$ cat src/rtl/cart_pkg.sv
// Shared types and defaults for the cartridge-port dongle bridge.
package cart_pkg;

    // Bus-cycle tracking states of the bridge
    typedef enum logic [1:0] {
        IDLE = 2'd0,
        READ = 2'd1,
        END  = 2'd2
    } cart_state_t;

    // cpu_a[23:17] value selecting the 0xFA0000-0xFBFFFF window
    localparam logic [6:0]  CART_WIN_HI   = 7'b1111101;
    // Lower byte returned on claimed reads
    localparam logic [7:0]  CART_LO_BYTE  = 8'hFF;
    // Idle / reset value of the CPU read data
    localparam logic [15:0] CART_DOUT_RST = 16'hFFFF;

endpackage

$ cat src/rtl/cart_dongle_bridge.sv
// Bus-side front end for the cartridge copy-protection dongle.
// Claims 68000 read cycles in the cartridge ROM window, forwards A[8:1] and a
// qualified UDS to the dongle, and returns its upper byte with DTACK.
// Optional macro CART_DONGLE_STATS_EN enables the access_cnt strobe counter.
module cart_dongle_bridge
    import cart_pkg::*;
#(
    parameter logic [6:0] WIN_HI  = CART_WIN_HI,
    parameter logic [7:0] LO_BYTE = CART_LO_BYTE
) (
    input  logic        clk,
    input  logic        reset,
    input  logic        dongle_en,
    input  logic [23:1] cpu_a,
    input  logic        cpu_as_n,
    input  logic        cpu_uds_n,
    input  logic        cpu_lds_n,
    input  logic        cpu_rw,
    output logic        cpu_sel,
    output logic [15:0] cpu_dout,
    output logic        cpu_dtack_n,
    output logic [7:0]  dongle_a,
    output logic        dongle_uds_n,
    input  logic [7:0]  dongle_d,
    output logic [15:0] access_cnt
);

    cart_state_t state;
    logic        armed;
    logic        claim;
    logic        unused_a;

    // Only A[23:17] and A[8:1] participate in decode and forwarding
    assign unused_a = ^cpu_a[16:9];

    // New bus cycle into the window that this block may take
    always_comb begin
        claim = 1'b0;
        if (!cpu_as_n && armed && cpu_rw && dongle_en &&
            (cpu_a[23:17] == WIN_HI) && (!cpu_uds_n || !cpu_lds_n))
            claim = 1'b1;
    end

    // Bus-cycle FSM with registered CPU and dongle outputs
    always_ff @(posedge clk) begin
        if (reset) begin
            state        <= IDLE;
            armed        <= 1'b0;
            cpu_sel      <= 1'b0;
            cpu_dtack_n  <= 1'b1;
            cpu_dout     <= CART_DOUT_RST;
            dongle_a     <= 8'h00;
            dongle_uds_n <= 1'b1;
        end else begin
            case (state)
                IDLE: begin
                    if (claim) begin
                        state        <= READ;
                        armed        <= 1'b0;
                        dongle_a     <= cpu_a[8:1];
                        dongle_uds_n <= cpu_uds_n;
                    end else begin
                        // Any unclaimed low-AS cycle disarms until AS rises
                        armed <= cpu_as_n;
                    end
                end
                READ: begin
                    if (cpu_as_n) begin
                        state        <= END;
                        armed        <= 1'b1;
                        cpu_sel      <= 1'b0;
                        cpu_dtack_n  <= 1'b1;
                        cpu_dout     <= CART_DOUT_RST;
                        dongle_uds_n <= 1'b1;
                    end else begin
                        cpu_sel     <= 1'b1;
                        cpu_dtack_n <= 1'b0;
                        cpu_dout    <= {dongle_d, LO_BYTE};
                    end
                end
                END: begin
                    // armed from the AS-high edge survives a fast re-assert
                    state <= IDLE;
                    if (cpu_as_n)
                        armed <= 1'b1;
                end
                default: begin
                    state <= IDLE;
                end
            endcase
        end
    end

`ifdef CART_DONGLE_STATS_EN
    // Count strobe rises delivered to the dongle on READ->END
    always_ff @(posedge clk) begin
        if (reset)
            access_cnt <= 16'h0000;
        else if ((state == READ) && cpu_as_n && !dongle_uds_n)
            access_cnt <= access_cnt + 16'd1;
    end
`else
    assign access_cnt = '0;
`endif

endmodule

$ cat config.mk
export PLATFORM = sky130hd
export DESIGN_NAME = cart_dongle_bridge
export DESIGN_NICKNAME = d
export VERILOG_FILES = /design/src/rtl/cart_pkg.sv /design/src/rtl/cart_dongle_bridge.sv
export SDC_FILE = /design/constraint.sdc
export NUM_CORES = 1
export LEC_CHECK = 0
export ABC_CLOCK_PERIOD_IN_PS = 1900
export BUFFER_PORTS_ARGS = -buffer_cell sky130_fd_sc_hd__buf_4
export CAP_MARGIN = 0
export CORE_MARGIN = 2
export CORE_UTILIZATION = 40
export CTS_CLUSTER_SIZE = 10
export DETAILED_ROUTE_END_ITERATION = 7
export PLACE_DENSITY = 0.79
export SETUP_SLACK_MARGIN = 0.2
export SLEW_MARGIN = 0
export SYNTH_ARGS = -nofsm -noshare
export SYNTH_HDL_FRONTEND = slang
export SYNTH_SLANG_ARGS = --single-unit
$ cat constraint.sdc
create_clock -name clk -period 1.9 [get_ports clk]
set_input_delay 0.57 -clock clk [delete_from_list [all_inputs] [get_ports clk]]
set_output_delay 0.57 -clock clk [all_outputs]
set_load 0.02 [all_outputs]
## Word level (Yosys, flattened, before mapping)

Cells that the tools add are included.
Widths: inputs -> output; s select.

| word-level totals | value |
|---|---|
| input port bits | 38 |
| logic and storage cells | 42 |
| bits in registers | 30 |

| operators by class | value |
|---|---|
| equality and inequality tests | 6 |
| reductions and logical operators | 17 |
| muxes and demuxes | 12 |

Operator list:

| operator | count |
|---|---|
| $mux 16 | 1 |
| $eq 7x7->1 const B | 1 |
| $mux 1 | 6 |
| $reduce_and 2->1 | 3 |
| $logic_and 1x1->1 | 5 |
| $mux 2 | 2 |
| $ne 2x2->1 const B | 2 |
| $pmux 1 s2 | 2 |
| $pmux 2 s2 | 1 |
| $reduce_bool 2->1 | 2 |
| $logic_not 1->1 | 3 |
| $reduce_and 3->1 | 1 |
| $eq 2x1->1 const B | 1 |
| $eq 2x2->1 const B | 1 |
| $logic_not 2->1 | 1 |
| $ne 2x1->1 const B | 1 |
| $reduce_or 2->1 | 1 |
| $logic_or 1x1->1 | 1 |

## Logic depth before layout (Yosys ltp)

Gate-level depths: netlist (run 1).

| logic depth | value |
|---|---|
| depth after elaboration | 9 |
| mapped depth | 7 |
| mapped depth without buffers | 6 |

## Least setup slack after synthesis (run 1)

Ideal clock, no wire load.

| timing path | value |
|---|---|
| kind | in2reg |
| start | input cpu_as_n |
| end | register dongle_uds_n |
| path slack | 0.495 ns |
| cell stages on the path | 5 |
| setup time | 0.129 ns |
| data arrival time | 1.276 ns |
| buffers on the path | 1 |
| data required time | 1.771 ns |
| cells stage by stage | and4b_1 > nand4_1 > buf_6 > o21ai_2 > o211ai_1 |

| between the ends | value |
|---|---|
| word-level cells in the longest chain between the ends | 9 |
| elaborated cells between the ends (all ways) | 10 |
| those cells by class | eq/ne: 2; mux: 1; reduce/logical: 7 |

RTL lines:

| what | RTL line | source |
|---|---|---|
| start, declared | cart_dongle_bridge.sv:15 | `input logic cpu_as_n,` |
| $logic_not 1->1 | cart_dongle_bridge.sv:39 | `if (!cpu_as_n && armed && cpu_rw && dongle_en &&` |
| $logic_and 1x1->1 (4 in series) | cart_dongle_bridge.sv:39 |  |
| $logic_and 1x1->1 | cart_dongle_bridge.sv:40 | `(cpu_a[23:17] == WIN_HI) && (!cpu_uds_n \|\| !cpu_lds_n))` |
| $mux 1 | cart_dongle_bridge.sv:39 |  |
| $ne 2x2->1 (no source line) | n/a |  |
| $reduce_and 3->1 (no source line) * | n/a |  |
| end signal, assigned | cart_dongle_bridge.sv:61 | `dongle_uds_n <= cpu_uds_n;` |
| end, declared | cart_dongle_bridge.sv:23 | `output logic dongle_uds_n,` |

Every way passes the cells marked *; elsewhere a longest branch is shown, timed or not.
A chain may end at the register's enable or synchronous reset.

## Worst setup path after layout (run 1)

| timing path | value |
|---|---|
| start | register state[1] |
| end | register cpu_dout[9] |

| between the ends | value |
|---|---|
| word-level cells in the longest chain between the ends | 1 |

RTL lines:

| what | RTL line | source |
|---|---|---|
| start, declared | cart_dongle_bridge.sv:28 | `cart_state_t state;` |
| start signal, assigned | cart_dongle_bridge.sv:47 | `state <= IDLE;` |
| start signal, assigned | cart_dongle_bridge.sv:58 | `state <= READ;` |
| start signal, assigned | cart_dongle_bridge.sv:69 | `state <= END;` |
| $eq 2x1->1 | cart_dongle_bridge.sv:55 | `case (state)` |
| end signal, assigned | cart_dongle_bridge.sv:78 | `cpu_dout <= {dongle_d, LO_BYTE};` |
| end, declared | cart_dongle_bridge.sv:20 | `output logic [15:0] cpu_dout,` |

Every way passes these cells.

==> results of run 1 <==
registers in the layout, indices dropped and copies added, names as in the netlist:
signal,count
cpu_sel,1
cpu_dtack_n,1
dongle_a,8
dongle_uds_n,1
state,2
cpu_dout,8
armed,1
repair_timing:
item	in CTS	in global routing
hold buffers	0	0
setup endpoints to repair	0	6
setup buffers	0	1
final cells by class:
| cell class | instances | area, µm² | share of cell area, % |
|---|---|---|---|
| inverter | 3 | 11.3 | 0.781 |
| tap | 31 | 38.8 | 2.69 |
| clock buffer | 4 | 36.3 | 2.52 |
| timing repair buffer | 51 | 383 | 26.6 |
| sequential | 22 | 440 | 30.6 |
| multi-input combinational | 87 | 532 | 36.9 |
per-stage QoR:
step | setup WS (ns) | power, W | instances | utilization, %
after floorplan | 0.495 | 0.000939 | 141 | -
after CTS | 0.361 | 0.00132 | 197 | 53.4
after detailed placement | 0.160 | 0.00107 | 193 | 52.0
final | 0.401 | 0.00132 | 198 | 53.7
after global routing | 0.226 | 0.00141 | 198 | 53.7
after global placement | 0.222 | 0.00105 | 193 | 52.0
cells by family (layout without fill, tap and decap cells):
group / Yosys count / count (layout) / synth area share, %
buffers and inverters: 32 / 58 / 19.8
AND/OR/NAND/NOR: 31 / 31 / 16.5
flip-flops: 22 / 22 / 39.7
AO/OA/AOI/OAI: 21 / 21 / 12.8
multiplexers: 8 / 8 / 7.22
adder cells (fa/ha/maj): 3 / 3 / 3.39
other: 2 / 24 / 0.677
worst register-to-register path: cells and delay by family (launching register included):
kind / cells / cell delay [ns]
flip-flops: 1 / 0.33
buffers and inverters: 1 / 0.11
AO/OA/AOI/OAI: 1 / 0.24
adder cells (fa/ha/maj): 1 / 0.34
AND/OR/NAND/NOR: 2 / 0.39
report_power, final:
part | total, W | internal [W] | switching [W]
logic | 0.000515 | 0.000215 | 0.000300
registers | 0.000549 | 0.000518 | 0.0000312
clock network | 0.000252 | 0.000117 | 0.000136
layer usage:
layer | global-route usage (%) | vias to the layer above | wire length [µm] | share of wire, %
met5 | 0 | - | 0 | 0
met4 | 7.82 | 0 | 23 | 1.0
met3 | 3.92 | 2 | 188 | 8.2
met2 | 25.2 | 43 | 1170 | 51
met1 | 16.5 | 411 | 911 | 40
li1 | - | 450 | - | -
worst paths after layout:
check,end,depth (start not counted),start,slack (ns)
max,cpu_dout[9],5,state[1],0.40
min,cpu_dout[12],3,dongle_d[4],0.49
max reg2reg,cpu_dout[9],5,state[1],0.40
min reg2reg,cpu_sel,2,cpu_sel,0.49
synth_stat cells:
master / instances
a41oi_2: 1
a211o_2: 1
conb_1: 2
nand2_1: 2
nor2_1: 9
inv_1: 3
and3_2: 1
a21boi_0: 1
buf_2: 1
nor2b_1: 1
ha_1: 3
o21ai_0: 3
nand2b_1: 10
nand4_1: 1
o211ai_1: 1
and4b_1: 2
o21ai_2: 1
a31oi_1: 1
and2b_2: 1
nand3b_1: 1
and3b_1: 1
buf_4: 24
clkbuf_1: 3
dfxtp_1: 22
a21oi_1: 4
o22ai_1: 8
mux2i_1: 8
and4_1: 1
nor3_1: 1
buf_6: 1
==> report_table.html, run 1 <==
<table>
<tr><th>Metric</th><th>Value</th></tr>
<tr><th colspan="2">Floorplan</th></tr>
<tr><td>Die height</td><td>~57 µm</td></tr>
<tr><td>Standard-cell row count</td><td>19</td></tr>
<tr><td>Initial Utilization</td><td>41.3%</td></tr>
<tr><td>Die area</td><td>3210 µm²</td></tr>
<tr><td>Core region area</td><td>2690 µm²</td></tr>
<tr><td>Number of placed I/O pins</td><td>81</td></tr>
<tr><td>Horizontal die dimension</td><td>56.6 µm</td></tr>
<tr><th colspan="2">Logic synthesis</th></tr>
<tr><td>Average cell area after synthesis</td><td>roughly 9.3 µm²</td></tr>
<tr><td>Yosys top cell by area</td><td>dfxtp_1</td></tr>
<tr><td>Post-synthesis cell area</td><td>around 1100 µm²</td></tr>
<tr><td>Yosys synthesis warning count</td><td>0</td></tr>
<tr><td>Number of synthesized register bits</td><td>22</td></tr>
<tr><td>Sequential share of the synthesized area</td><td>39.7%</td></tr>
<tr><td>Area share of the leading cell type in the synthesized netlist</td><td>39.7%</td></tr>
<tr><td>Number of distinct library cell variants in the gate-level netlist after synthesis</td><td>30</td></tr>
<tr><td>Number of instances in the synthesized netlist</td><td>119</td></tr>
<tr><td>Leading cell types by total area after synthesis</td><td>dfxtp_1 (40%), buf_4 (16%), mux2i_1 (7.2%), nand2b_1 (5.6%), o22ai_1 (4.5%)</td></tr>
<tr><th colspan="2">Final layout</th></tr>
<tr><td>Area Growth Syn to Fin</td><td>30.0%</td></tr>
<tr><td>Fraction of layout cells with a size suffix above 1</td><td>a little over a third</td></tr>
<tr><td>Final cell area excluding filler cells</td><td>1440 µm²</td></tr>
<tr><td>Antenna diode count</td><td>0</td></tr>
<tr><td>Commonest cells after routing, fill and taps aside</td><td>buf_4 (51), conb_1 (24), dfxtp_1 (22)</td></tr>
<tr><td>Layout fillers</td><td>251</td></tr>
<tr><td>Commonest non-fill, non-tap cell in the layout</td><td>buf_4</td></tr>
<tr><td>Number of nets in the layout</td><td>about 210</td></tr>
<tr><th colspan="2">Clock tree</th></tr>
<tr><td>H-tree level count</td><td>1</td></tr>
<tr><td>Clock transition at the register clock pins on the worst setup and hold paths after CTS</td><td>0.12 ns</td></tr>
<tr><td>Longest Clk Path Bufs</td><td>2</td></tr>
<tr><td>Master cell of the clock root buffer</td><td>clkbuf_4</td></tr>
<tr><td>Sinks on the clock net</td><td>22</td></tr>
<tr><td>Post-CTS sizing</td><td>0</td></tr>
<tr><td>Clock network latency to the later pin of the worst-skew pair</td><td>roughly 0.30 ns</td></tr>
<tr><td>CTS buffer count</td><td>3</td></tr>
<tr><td>TritonCTS clock tree</td><td>done</td></tr>
<tr><th colspan="2">STA</th></tr>
<tr><td>Final number of hold-violating endpoints</td><td>0</td></tr>
<tr><td>Total negative setup slack</td><td>0 ns</td></tr>
<tr><td>Setup Skew</td><td>0.00308 ns</td></tr>
<tr><td>Final clock period utilization by the worst path</td><td>78.9%</td></tr>
<tr><td>Top achievable clock speed</td><td>approximately 0.67 GHz</td></tr>
<tr><td>RSZ-0062 raised after global routing</td><td>no</td></tr>
<tr><td>Period minus WS final</td><td>approximately 1.5 ns</td></tr>
<tr><td>Count of final setup violators</td><td>0</td></tr>
<tr><td>Post-route worst hold slack</td><td>approximately 0.5 ns</td></tr>
<tr><td>Final count of pins violating max slew</td><td>0</td></tr>
<tr><th colspan="2">Global route</th></tr>
<tr><td>First-pass GRT wire length</td><td>3710 µm</td></tr>
<tr><td>Maximum number of pins on one net before global-route repair</td><td>23</td></tr>
<tr><td>Via count of the first global-routing pass</td><td>893</td></tr>
<tr><td>Final global-route overflow total</td><td>0</td></tr>
<tr><td>Number of antenna violations at the first check in global routing</td><td>0</td></tr>
<tr><td>Overall global routing resource usage</td><td>14.7%</td></tr>
<tr><th colspan="2">Critical path</th></tr>
<tr><td>Slowest stage cell on the critical path</td><td>ha_1</td></tr>
<tr><td>Biggest fanout along the worst timing path</td><td>11</td></tr>
<tr><td>Required time of the critical path</td><td>2.10 ns</td></tr>
<tr><td>Arrival time reported for the critical path endpoint</td><td>about 1.7 ns</td></tr>
<tr><td>CP endpoint kind</td><td>flop</td></tr>
<tr><td>Worst setup SP type</td><td>flop</td></tr>
<tr><td>Number of buffers and inverters on the critical path</td><td>1</td></tr>
<tr><td>Worst Path Class, Setup</td><td>reg -&gt; reg</td></tr>
<tr><td>Cell with the most instances on the worst path</td><td>nand2b_1</td></tr>
<tr><td>Largest stage delay on the critical path</td><td>0.34 ns</td></tr>
<tr><td>Cell family with most CP delay</td><td>simple AND/OR/NAND/NOR gates</td></tr>
<tr><td>Crit-path cells</td><td>inv_1, ha_1, nand2b_1, o22ai_1, nand2b_1</td></tr>
<tr><th colspan="2">Routing</th></tr>
<tr><td>Remaining antenna violation count</td><td>0</td></tr>
<tr><td>Number of vias in the routed layout</td><td>between 900 and 1000</td></tr>
<tr><td>Post-Route WL</td><td>2290 µm</td></tr>
<tr><td>Iteration-0 DRC count of the detailed router</td><td>16</td></tr>
<tr><td>1st-pass router iterations</td><td>4</td></tr>
<tr><td>Post-detailed-route via-to-cell ratio</td><td>4.58</td></tr>
<tr><td>Drt drc</td><td>0</td></tr>
<tr><td>Post-DR wirelength/cell</td><td>11.6 µm</td></tr>
<tr><th colspan="2">Power</th></tr>
<tr><td>Total power density per cell area</td><td>913 nW/µm²</td></tr>
<tr><td>Total leakage power</td><td>0.737 nW</td></tr>
<tr><td>Maximum resistive drop on vdd</td><td>0.594 mV</td></tr>
<tr><th colspan="2">Placement</th></tr>
<tr><td>Total placed instance area</td><td>1400 µm²</td></tr>
<tr><td>Routability Congestion</td><td>~0.75</td></tr>
<tr><td>Final HPWL DP</td><td>approximately 1800 µm</td></tr>
<tr><td>Number of I/O port buffers</td><td>48</td></tr>
<tr><th colspan="2">Run status</th></tr>
<tr><td>Status</td><td>finished clean</td></tr>
<tr><th colspan="2">Worst hold path</th></tr>
<tr><td>Path class of the lowest-slack min-delay path</td><td>in -&gt; reg</td></tr>
<tr><th colspan="2">Job</th></tr>
<tr><td>Number of max-capacitance violations reported</td><td>0</td></tr>
</table>
Note: power is estimated with default switching activity, not from simulation.
==> inputs of run 2 (changes only) <==
--- a/config.mk
+++ b/config.mk
@@ -5,14 +5,15 @@
 export SDC_FILE = /design/constraint.sdc
 export NUM_CORES = 1
 export LEC_CHECK = 0
-export ABC_CLOCK_PERIOD_IN_PS = 1900
+export ABC_AREA = 1
+export ABC_CLOCK_PERIOD_IN_PS = 1200
 export BUFFER_PORTS_ARGS = -buffer_cell sky130_fd_sc_hd__buf_4
 export CAP_MARGIN = 0
 export CORE_MARGIN = 2
-export CORE_UTILIZATION = 40
+export CORE_UTILIZATION = 37
 export CTS_CLUSTER_SIZE = 10
 export DETAILED_ROUTE_END_ITERATION = 7
-export PLACE_DENSITY = 0.79
+export PLACE_DENSITY = 0.75
 export SETUP_SLACK_MARGIN = 0.2
 export SLEW_MARGIN = 0
 export SYNTH_ARGS = -nofsm -noshare
==> constraint.sdc (replaced) <==
create_clock -name clk -period 1.2 [get_ports clk]
set_input_delay 0.36 -clock clk [delete_from_list [all_inputs] [get_ports clk]]
set_output_delay 0.36 -clock clk [all_outputs]
set_load 0.02 [all_outputs]
==> run 2 against run 1 <==
Net effect:
- worst setup slack got worse by 0.34 ns
- worst hold slack got worse by 0.28 ns
- sequential cell count did not move
- register-to-register slack lost 0.33 ns
- clock-buffer cell count stayed put
- area after synthesis grew 8.9%
- first-iteration DRC count grew 25%
- final area up 41%
- global-route usage grew 0.74 points
- sequential power up 72%
- sequential share of layout area fell by 7.4 points
- power increased by 130%
- critical endpoint is now cpu_dout[13]
- largest power group is now combinational logic
- highest routed layer unchanged
==> report_table.html, run 2 <==
<table>
<tr><th>Metric</th><th>Value</th></tr>
<tr><th colspan="2">Global route</th></tr>
<tr><td>Maximum number of pins on one net before global-route repair</td><td>16</td></tr>
<tr><td>Overall global routing resource usage</td><td>15.5%</td></tr>
<tr><td>Met1 track utilization from global routing</td><td>between 10% and 20%</td></tr>
<tr><td>Layer with the highest usage</td><td>met2</td></tr>
<tr><td>Via count of the first global-routing pass</td><td>1008</td></tr>
<tr><td>Global routing usage on met2</td><td>28.0%</td></tr>
<tr><td>Met3 Use GR</td><td>between 2 and 3%</td></tr>
<tr><td>First-pass GRT wire length</td><td>around 4300 µm</td></tr>
<tr><td>Final global-route overflow total</td><td>0</td></tr>
<tr><td>Number of antenna violations at the first check in global routing</td><td>0</td></tr>
<tr><th colspan="2">Floorplan</th></tr>
<tr><td>Die height</td><td>61.1 µm</td></tr>
<tr><td>Standard-cell row count</td><td>20</td></tr>
<tr><td>Horizontal die dimension</td><td>61.1 µm</td></tr>
<tr><td>Die area</td><td>3740 µm²</td></tr>
<tr><td>Core region area</td><td>3080 µm²</td></tr>
<tr><td>Initial Utilization</td><td>39.2%</td></tr>
<tr><td>Number of placed I/O pins</td><td>81</td></tr>
<tr><th colspan="2">Logic synthesis</th></tr>
<tr><td>Library cell with the highest instance count after synthesis</td><td>nand2_1</td></tr>
<tr><td>Post-synthesis cell area</td><td>1210 µm²</td></tr>
<tr><td>Leading post-synthesis cells by instance count</td><td>nand2_1 (30), inv_1 (28), buf_4 (24)</td></tr>
<tr><td>Number of instances in the synthesized netlist</td><td>about 170</td></tr>
<tr><td>Yosys top cell by area</td><td>dfxtp_1</td></tr>
<tr><td>Number of distinct library cell variants in the gate-level netlist after synthesis</td><td>23</td></tr>
<tr><td>Average cell area after synthesis</td><td>7.19 µm²</td></tr>
<tr><td>Number of synthesized register bits</td><td>22</td></tr>
<tr><td>Leading cell types by total area after synthesis</td><td>dfxtp_1 (36%), buf_4 (15%), nand2_1 (9.3%), inv_1 (8.7%), nor2_1 (4.4%)</td></tr>
<tr><td>Async set or reset register ratio after synthesis</td><td>0%</td></tr>
<tr><td>Yosys synthesis warning count</td><td>0</td></tr>
<tr><td>Count of flip-flops with a built-in enable after synthesis</td><td>0</td></tr>
<tr><td>Most common flop cell mapped by yosys</td><td>dfxtp_1</td></tr>
<tr><td>Sequential share of the synthesized area</td><td>36.5%</td></tr>
<tr><td>Area share of the leading cell type in the synthesized netlist</td><td>36.5%</td></tr>
<tr><th colspan="2">STA</th></tr>
<tr><td>Top achievable clock speed</td><td>0.876 GHz</td></tr>
<tr><td>Total negative setup slack</td><td>0 ns</td></tr>
<tr><td>RSZ-0062 raised after global routing</td><td>yes</td></tr>
<tr><td>Period minus WS final</td><td>around 1.1 ns</td></tr>
<tr><td>Final clock period utilization by the worst path</td><td>95.2%</td></tr>
<tr><td>Final number of hold-violating endpoints</td><td>0</td></tr>
<tr><td>Count of final setup violators</td><td>0</td></tr>
<tr><td>Final count of pins violating max slew</td><td>0</td></tr>
<tr><td>Setup Skew</td><td>0.00940 ns</td></tr>
<tr><td>Post-route setup slack</td><td>0.0581 ns</td></tr>
<tr><td>Post-route worst hold slack</td><td>0.215 ns</td></tr>
<tr><th colspan="2">Worst hold path</th></tr>
<tr><td>Path class of the lowest-slack min-delay path</td><td>in -&gt; reg</td></tr>
<tr><th colspan="2">Routing</th></tr>
<tr><td>Post-Route WL</td><td>2950 µm</td></tr>
<tr><td>Iteration-0 DRC count of the detailed router</td><td>20</td></tr>
<tr><td>Post-detailed-route via-to-cell ratio</td><td>4.14</td></tr>
<tr><td>Post-DR wirelength/cell</td><td>10.7 µm</td></tr>
<tr><td>1st-pass router iterations</td><td>3</td></tr>
<tr><td>Remaining antenna violation count</td><td>0</td></tr>
<tr><td>Drt drc</td><td>0</td></tr>
<tr><td>Number of vias in the routed layout</td><td>1138</td></tr>
<tr><th colspan="2">Final layout</th></tr>
<tr><td>Register area</td><td>470 µm²</td></tr>
<tr><td>Layout fillers</td><td>280</td></tr>
<tr><td>Commonest non-fill, non-tap cell in the layout</td><td>buf_4</td></tr>
<tr><td>Utilization after layout</td><td>66.0%</td></tr>
<tr><td>Area of combinational cells with multiple inputs</td><td>751 µm²</td></tr>
<tr><td>Fraction of layout cells with a size suffix above 1</td><td>57.6%</td></tr>
<tr><td>Antenna diode count</td><td>0</td></tr>
<tr><td>Number of nets in the layout</td><td>273</td></tr>
<tr><td>Area Growth Syn to Fin</td><td>68.3%</td></tr>
<tr><td>Commonest cells after routing, fill and taps aside</td><td>buf_4 (40), conb_1 (24), nand2_1 (23)</td></tr>
<tr><td>Top Registers</td><td>cpu_dout x8, dongle_a x8, state x2</td></tr>
<tr><th colspan="2">Critical path</th></tr>
<tr><td>Worst setup SP type</td><td>flop</td></tr>
<tr><td>Cell family with most CP delay</td><td>flip-flops</td></tr>
<tr><td>Slowest stage cell on the critical path</td><td>dfxtp_2</td></tr>
<tr><td>Crit-path cells</td><td>buf_6</td></tr>
<tr><td>Required time of the critical path</td><td>0.84 ns</td></tr>
<tr><td>CP endpoint kind</td><td>output port</td></tr>
<tr><td>Arrival time reported for the critical path endpoint</td><td>roughly 0.8 ns</td></tr>
<tr><td>Biggest fanout along the worst timing path</td><td>2</td></tr>
<tr><td>Worst Path Class, Setup</td><td>reg -&gt; out</td></tr>
<tr><td>Largest stage delay on the critical path</td><td>0.36 ns</td></tr>
<tr><td>Number of buffers and inverters on the critical path</td><td>1</td></tr>
<tr><th colspan="2">Power</th></tr>
<tr><td>Part of the total power dissipated in the clock network</td><td>13.1%</td></tr>
<tr><td>Overall Power</td><td>0.00306 W</td></tr>
<tr><td>Maximum resistive drop on vdd</td><td>1.04 mV</td></tr>
<tr><td>Power share of the combinational group</td><td>56.0%</td></tr>
<tr><td>Total leakage power</td><td>0.944 nW</td></tr>
<tr><td>Total power density per cell area</td><td>1510 nW/µm²</td></tr>
<tr><td>Relative contribution of sequential cells to total power</td><td>30.9%</td></tr>
<tr><td>Design internal power</td><td>0.00185 W</td></tr>
<tr><td>Net switching power of the design</td><td>~0.0012 W</td></tr>
<tr><td>Switching share of power</td><td>39.4%</td></tr>
<tr><th colspan="2">Clock tree</th></tr>
<tr><td>H-tree level count</td><td>1</td></tr>
<tr><td>Clock network latency to the later pin of the worst-skew pair</td><td>0.30 ns</td></tr>
<tr><td>Clock transition at the register clock pins on the worst setup and hold paths after CTS</td><td>0.12 ns</td></tr>
<tr><td>CTS buffer count</td><td>3</td></tr>
<tr><td>TritonCTS clock tree</td><td>done</td></tr>
<tr><td>Sinks on the clock net</td><td>22</td></tr>
<tr><td>Longest Clk Path Bufs</td><td>2</td></tr>
<tr><td>Master cell of the clock root buffer</td><td>clkbuf_4</td></tr>
<tr><th colspan="2">Placement</th></tr>
<tr><td>Number of I/O port buffers</td><td>48</td></tr>
<tr><td>Setup slack at placement</td><td>-0.166 ns</td></tr>
<tr><td>Final HPWL DP</td><td>1890 µm</td></tr>
<tr><td>Routability Congestion</td><td>0.744</td></tr>
<tr><th colspan="2">Run status</th></tr>
<tr><td>Status</td><td>finished clean</td></tr>
<tr><th colspan="2">Job</th></tr>
<tr><td>Number of max-capacitance violations reported</td><td>0</td></tr>
</table>
[run 2: power by group through the flow]
| stage | registers [W] | clock network [W] | logic [W] |
|---|---|---|---|
| 3_3_place_gp | 0.000900 | 0 | 0.00107 |
| 4_1_cts | 0.000942 | 0.000416 | 0.00152 |
| 5_1_grt | 0.000955 | 0.000463 | 0.00184 |
| 6_report | 0.000946 | 0.000401 | 0.00171 |
| 3_5_place_dp | 0.000903 | 0 | 0.00108 |
| 2_1_floorplan | 0.000950 | 0 | 0.000742 |
[run 2: cell families (layout without fill, tap and decap cells)]
kind of cell / after synthesis / count (layout) / share of synthesized area (%)
buffers and inverters: 58 / 98 / 26.3
DFF: 22 / 22 / 36.5
other: 2 / 24 / 0.622
and+or+nand+nor: 60 / 61 / 23.1
AOI/OAI and AO/OA: 23 / 23 / 10.4
adders and majority gates: 3 / 3 / 3.11
[run 2: worst paths after layout]
| check | startpoint | to | slack, ns | depth (start not counted) |
|---|---|---|---|---|
| min | reset | cpu_sel | 0.21 | 2 |
| min reg2reg | cpu_sel | cpu_sel | 0.49 | 2 |
| max reg2reg | state[0] | armed | 0.07 | 5 |
| max | cpu_dout[13] | cpu_dout[13] | 0.06 | 1 |
[run 2: layout make-up]
type	count	area share [%]
clock buffers	4	1.79
multi-input cells	111	36.9
inverters	29	5.97
flip-flops and latches	22	23.2
repair buffers	65	29.4
well taps	44	2.71
[run 2: per-layer routing]
metal  wire length, µm  share of wire, %
met2              1550                52
met4                30               1.0
met5                 0                 0
met3               157               5.3
met1              1210                41
[run 2: per-stage QoR]
stage / cell area [µm²] / cells
after floorplan: 1360 / 190
final: 2030 / 275
after global routing: 2030 / 275
after detailed placement: 1640 / 262
after global placement: 1640 / 262
after CTS: 1930 / 271
[run 2: timing repair]
action / CTS / global route
setup endpoints to repair: 41 / 41
gates cloned: 2 / 0
pin swaps: 20 / 14
setup buffers: 3 / 4
hold buffers: 0 / 0
gates resized for setup: 69 / 15
==> inputs of run 3 (changes only) <==
==> constraint.sdc (replaced) <==
create_clock -name clk -period 1.2 [get_ports clk]
set_input_delay 0.12 -clock clk [delete_from_list [all_inputs] [get_ports clk]]
set_output_delay 0.12 -clock clk [all_outputs]
set_load 0.02 [all_outputs]
==> run 3 against run 2 <==
Net effect:
- die area is the same
- register-to-register slack lost 0.02 ns
- sequential share of layout area grew 0.85 points
- maximum frequency shrank 0.53%
- largest cell class unchanged
==> report_table.html, run 3 (synthesized netlist as in run 2, its figures left out) <==
<table>
<tr><th>Metric</th><th>Value</th></tr>
<tr><th colspan="2">Run status</th></tr>
<tr><td>Status</td><td>finished clean</td></tr>
<tr><th colspan="2">Floorplan</th></tr>
<tr><td>Horizontal die dimension</td><td>61.1 µm</td></tr>
<tr><td>Initial Utilization</td><td>39.2%</td></tr>
<tr><td>Standard-cell row count</td><td>20</td></tr>
<tr><td>Core region area</td><td>3080 µm²</td></tr>
<tr><td>Die area</td><td>3740 µm²</td></tr>
<tr><td>Number of placed I/O pins</td><td>81</td></tr>
<tr><td>Die height</td><td>between 60 and 70 µm</td></tr>
<tr><th colspan="2">Clock tree</th></tr>
<tr><td>Master cell of the clock root buffer</td><td>clkbuf_4</td></tr>
<tr><td>H-tree level count</td><td>1</td></tr>
<tr><td>Clock transition at the register clock pins on the worst setup and hold paths after CTS</td><td>about 0.13 ns</td></tr>
<tr><td>Longest Clk Path Bufs</td><td>2</td></tr>
<tr><td>Sinks on the clock net</td><td>22</td></tr>
<tr><td>CTS buffer count</td><td>3</td></tr>
<tr><td>TritonCTS clock tree</td><td>done</td></tr>
<tr><td>Clock network latency to the later pin of the worst-skew pair</td><td>0.32 ns</td></tr>
<tr><th colspan="2">Critical path</th></tr>
<tr><td>Largest stage delay on the critical path</td><td>0.36 ns</td></tr>
<tr><td>Worst setup SP type</td><td>flop</td></tr>
<tr><td>Required time of the critical path</td><td>~1.4 ns</td></tr>
<tr><td>Worst Path Class, Setup</td><td>reg -&gt; reg</td></tr>
<tr><td>CP endpoint kind</td><td>flop</td></tr>
<tr><td>Slowest stage cell on the critical path</td><td>dfxtp_2</td></tr>
<tr><td>Crit-path cells</td><td>inv_4, ha_4, nand2_8, a21oi_1, nor2_2</td></tr>
<tr><td>Arrival time reported for the critical path endpoint</td><td>approximately 1.4 ns</td></tr>
<tr><td>Biggest fanout along the worst timing path</td><td>8</td></tr>
<tr><th colspan="2">Power</th></tr>
<tr><td>Total power density per cell area</td><td>about 1600 nW/µm²</td></tr>
<tr><td>Total leakage power</td><td>0.884 nW</td></tr>
<tr><td>Maximum resistive drop on vdd</td><td>~1.2 mV</td></tr>
<tr><th colspan="2">Routing</th></tr>
<tr><td>Post-Route WL</td><td>between 2000 and 3000 µm</td></tr>
<tr><td>Number of vias in the routed layout</td><td>1127</td></tr>
<tr><td>1st-pass router iterations</td><td>4</td></tr>
<tr><td>Remaining antenna violation count</td><td>0</td></tr>
<tr><td>Iteration-0 DRC count of the detailed router</td><td>14</td></tr>
<tr><td>Drt drc</td><td>0</td></tr>
<tr><td>Post-detailed-route via-to-cell ratio</td><td>4.16</td></tr>
<tr><td>Post-DR wirelength/cell</td><td>10.4 µm</td></tr>
<tr><th colspan="2">Placement</th></tr>
<tr><td>Number of I/O port buffers</td><td>48</td></tr>
<tr><td>Setup slack at placement</td><td>0.0248 ns</td></tr>
<tr><td>Total placed instance area</td><td>around 1500 µm²</td></tr>
<tr><td>Number of instances in the placed design</td><td>254</td></tr>
<tr><td>Routability Congestion</td><td>0.706</td></tr>
<tr><td>Final HPWL DP</td><td>1740 µm</td></tr>
<tr><th colspan="2">STA</th></tr>
<tr><td>Post-route setup slack</td><td>0.0520 ns</td></tr>
<tr><td>Final number of hold-violating endpoints</td><td>0</td></tr>
<tr><td>Final clock period utilization by the worst path</td><td>95.7%</td></tr>
<tr><td>Period minus WS final</td><td>1.15 ns</td></tr>
<tr><td>RSZ-0062 raised after global routing</td><td>yes</td></tr>
<tr><td>Setup Skew</td><td>0.0171 ns</td></tr>
<tr><td>Count of final setup violators</td><td>0</td></tr>
<tr><td>Final count of pins violating max slew</td><td>0</td></tr>
<tr><td>Top achievable clock speed</td><td>slightly below 0.9 GHz</td></tr>
<tr><th colspan="2">Final layout</th></tr>
<tr><td>Commonest cells after routing, fill and taps aside</td><td>buf_4 (51), nand2_1 (26), inv_1 (24), conb_1 (24), dfxtp_1 (15)</td></tr>
<tr><td>Non-filler cells, final</td><td>271</td></tr>
<tr><td>Fraction of layout cells with a size suffix above 1</td><td>44.9%</td></tr>
<tr><td>Commonest non-fill, non-tap cell in the layout</td><td>buf_4</td></tr>
<tr><td>Utilization after layout</td><td>61.1%</td></tr>
<tr><td>Area Growth Syn to Fin</td><td>55.9%</td></tr>
<tr><td>Top Registers</td><td>cpu_dout x8, dongle_a x8, state x2</td></tr>
<tr><td>Layout fillers</td><td>between 200 and 300</td></tr>
<tr><td>Antenna diode count</td><td>0</td></tr>
<tr><td>Final cell area excluding filler cells</td><td>1880 µm²</td></tr>
<tr><td>Number of nets in the layout</td><td>between 200 and 300</td></tr>
<tr><th colspan="2">Worst hold path</th></tr>
<tr><td>Path class of the lowest-slack min-delay path</td><td>in -&gt; reg</td></tr>
<tr><th colspan="2">Global route</th></tr>
<tr><td>Via count of the first global-routing pass</td><td>966</td></tr>
<tr><td>Number of antenna violations at the first check in global routing</td><td>0</td></tr>
<tr><td>Maximum number of pins on one net before global-route repair</td><td>20</td></tr>
<tr><td>First-pass GRT wire length</td><td>4000 µm</td></tr>
<tr><td>Final global-route overflow total</td><td>0</td></tr>
<tr><td>Overall global routing resource usage</td><td>approximately 14%</td></tr>
<tr><th colspan="2">Job</th></tr>
<tr><td>Number of max-capacitance violations reported</td><td>0</td></tr>
</table>
run 3: cell types whose count changed in the layout (fill, tap and decap cells not counted), moves of 3 or more:
| cell | previous run | this run |
|---|---|---|
| dfxtp_1 | 0 | 15 |
| buf_6 | 22 | 2 |
| buf_4 | 40 | 51 |
| dlygate4sd3_1 | 0 | 6 |
| dfxtp_2 | 21 | 6 |
| inv_4 | 5 | 2 |
| nor2_2 | 0 | 3 |
| nand2_1 | 23 | 26 |
run 3: path summary, 6_finish.rpt:
check / startpoint / endpoint / slack, ns / cells past startpoint
setup / recovery: state[1] / state[0] / 0.05 / 5
hold / removal: dongle_d[4] / cpu_dout[12] / 0.01 / 3
setup reg to reg: state[1] / state[0] / 0.05 / 5
hold reg to reg: cpu_dtack_n / cpu_dtack_n / 0.48 / 2
run 3: final cells by class:
type | count | area, µm² | area share [%]
tap | 44 | 55.1 | 2.93
inverter | 29 | 114 | 6.05
clock buffer | 3 | 22.5 | 1.20
timing repair buffer | 60 | 485 | 25.8
multi-input combinational | 112 | 723 | 38.4
clock inverter | 1 | 30.0 | 1.60
sequential | 22 | 452 | 24.0
run 3: metrics by stage:
stage	TNS [ns]	total power [W]	hold slack, ns
global route	-0.161	0.00323	0.0209
CTS	0	0.00279	0.000208
detailed placement	0	0.00193	0.295
global placement	0	0.00191	0.298
finish	0	0.00305	0.0101
floorplan	0	0.00177	0.182
run 3: worst max-delay path, delay by kind of cell (launching register included):
family	cells	cell delay, ns
adder cells (fa/ha/maj)	1	0.26
AO/OA/AOI/OAI	1	0.19
flip-flops	1	0.36
AND/OR/NAND/NOR	2	0.17
buffers and inverters	1	0.08
run 3: routing by layer:
metal  GRT usage, %  wire (µm)  vias to the layer above
li1               -          -                      592
met1           16.6       1110                      495
met2           25.2       1510                       40
met3           5.25        190                        0
met4           2.48          0                        0
met5              0          0                        -
run 3: power breakdown:
group          leakage (nW)  internal, W  switching [W]
Sequential            0.179     0.000847      0.0000916
Clock                0.0279     0.000338       0.000230
Combinational         0.677     0.000712       0.000826
Total                 0.884      0.00190        0.00115
run 3: repair_timing:
| action | 4_1_cts | 5_1_grt |
|---|---|---|
| gates cloned | 1 | 1 |
| hold buffers | 4 | 2 |
| gates resized for setup | 13 | 23 |
| endpoints found under the hold margin | 5 | 2 |
| pin swaps | 13 | 8 |
| setup buffers | 3 | 2 |
| endpoints found under the setup margin | 21 | 22 |
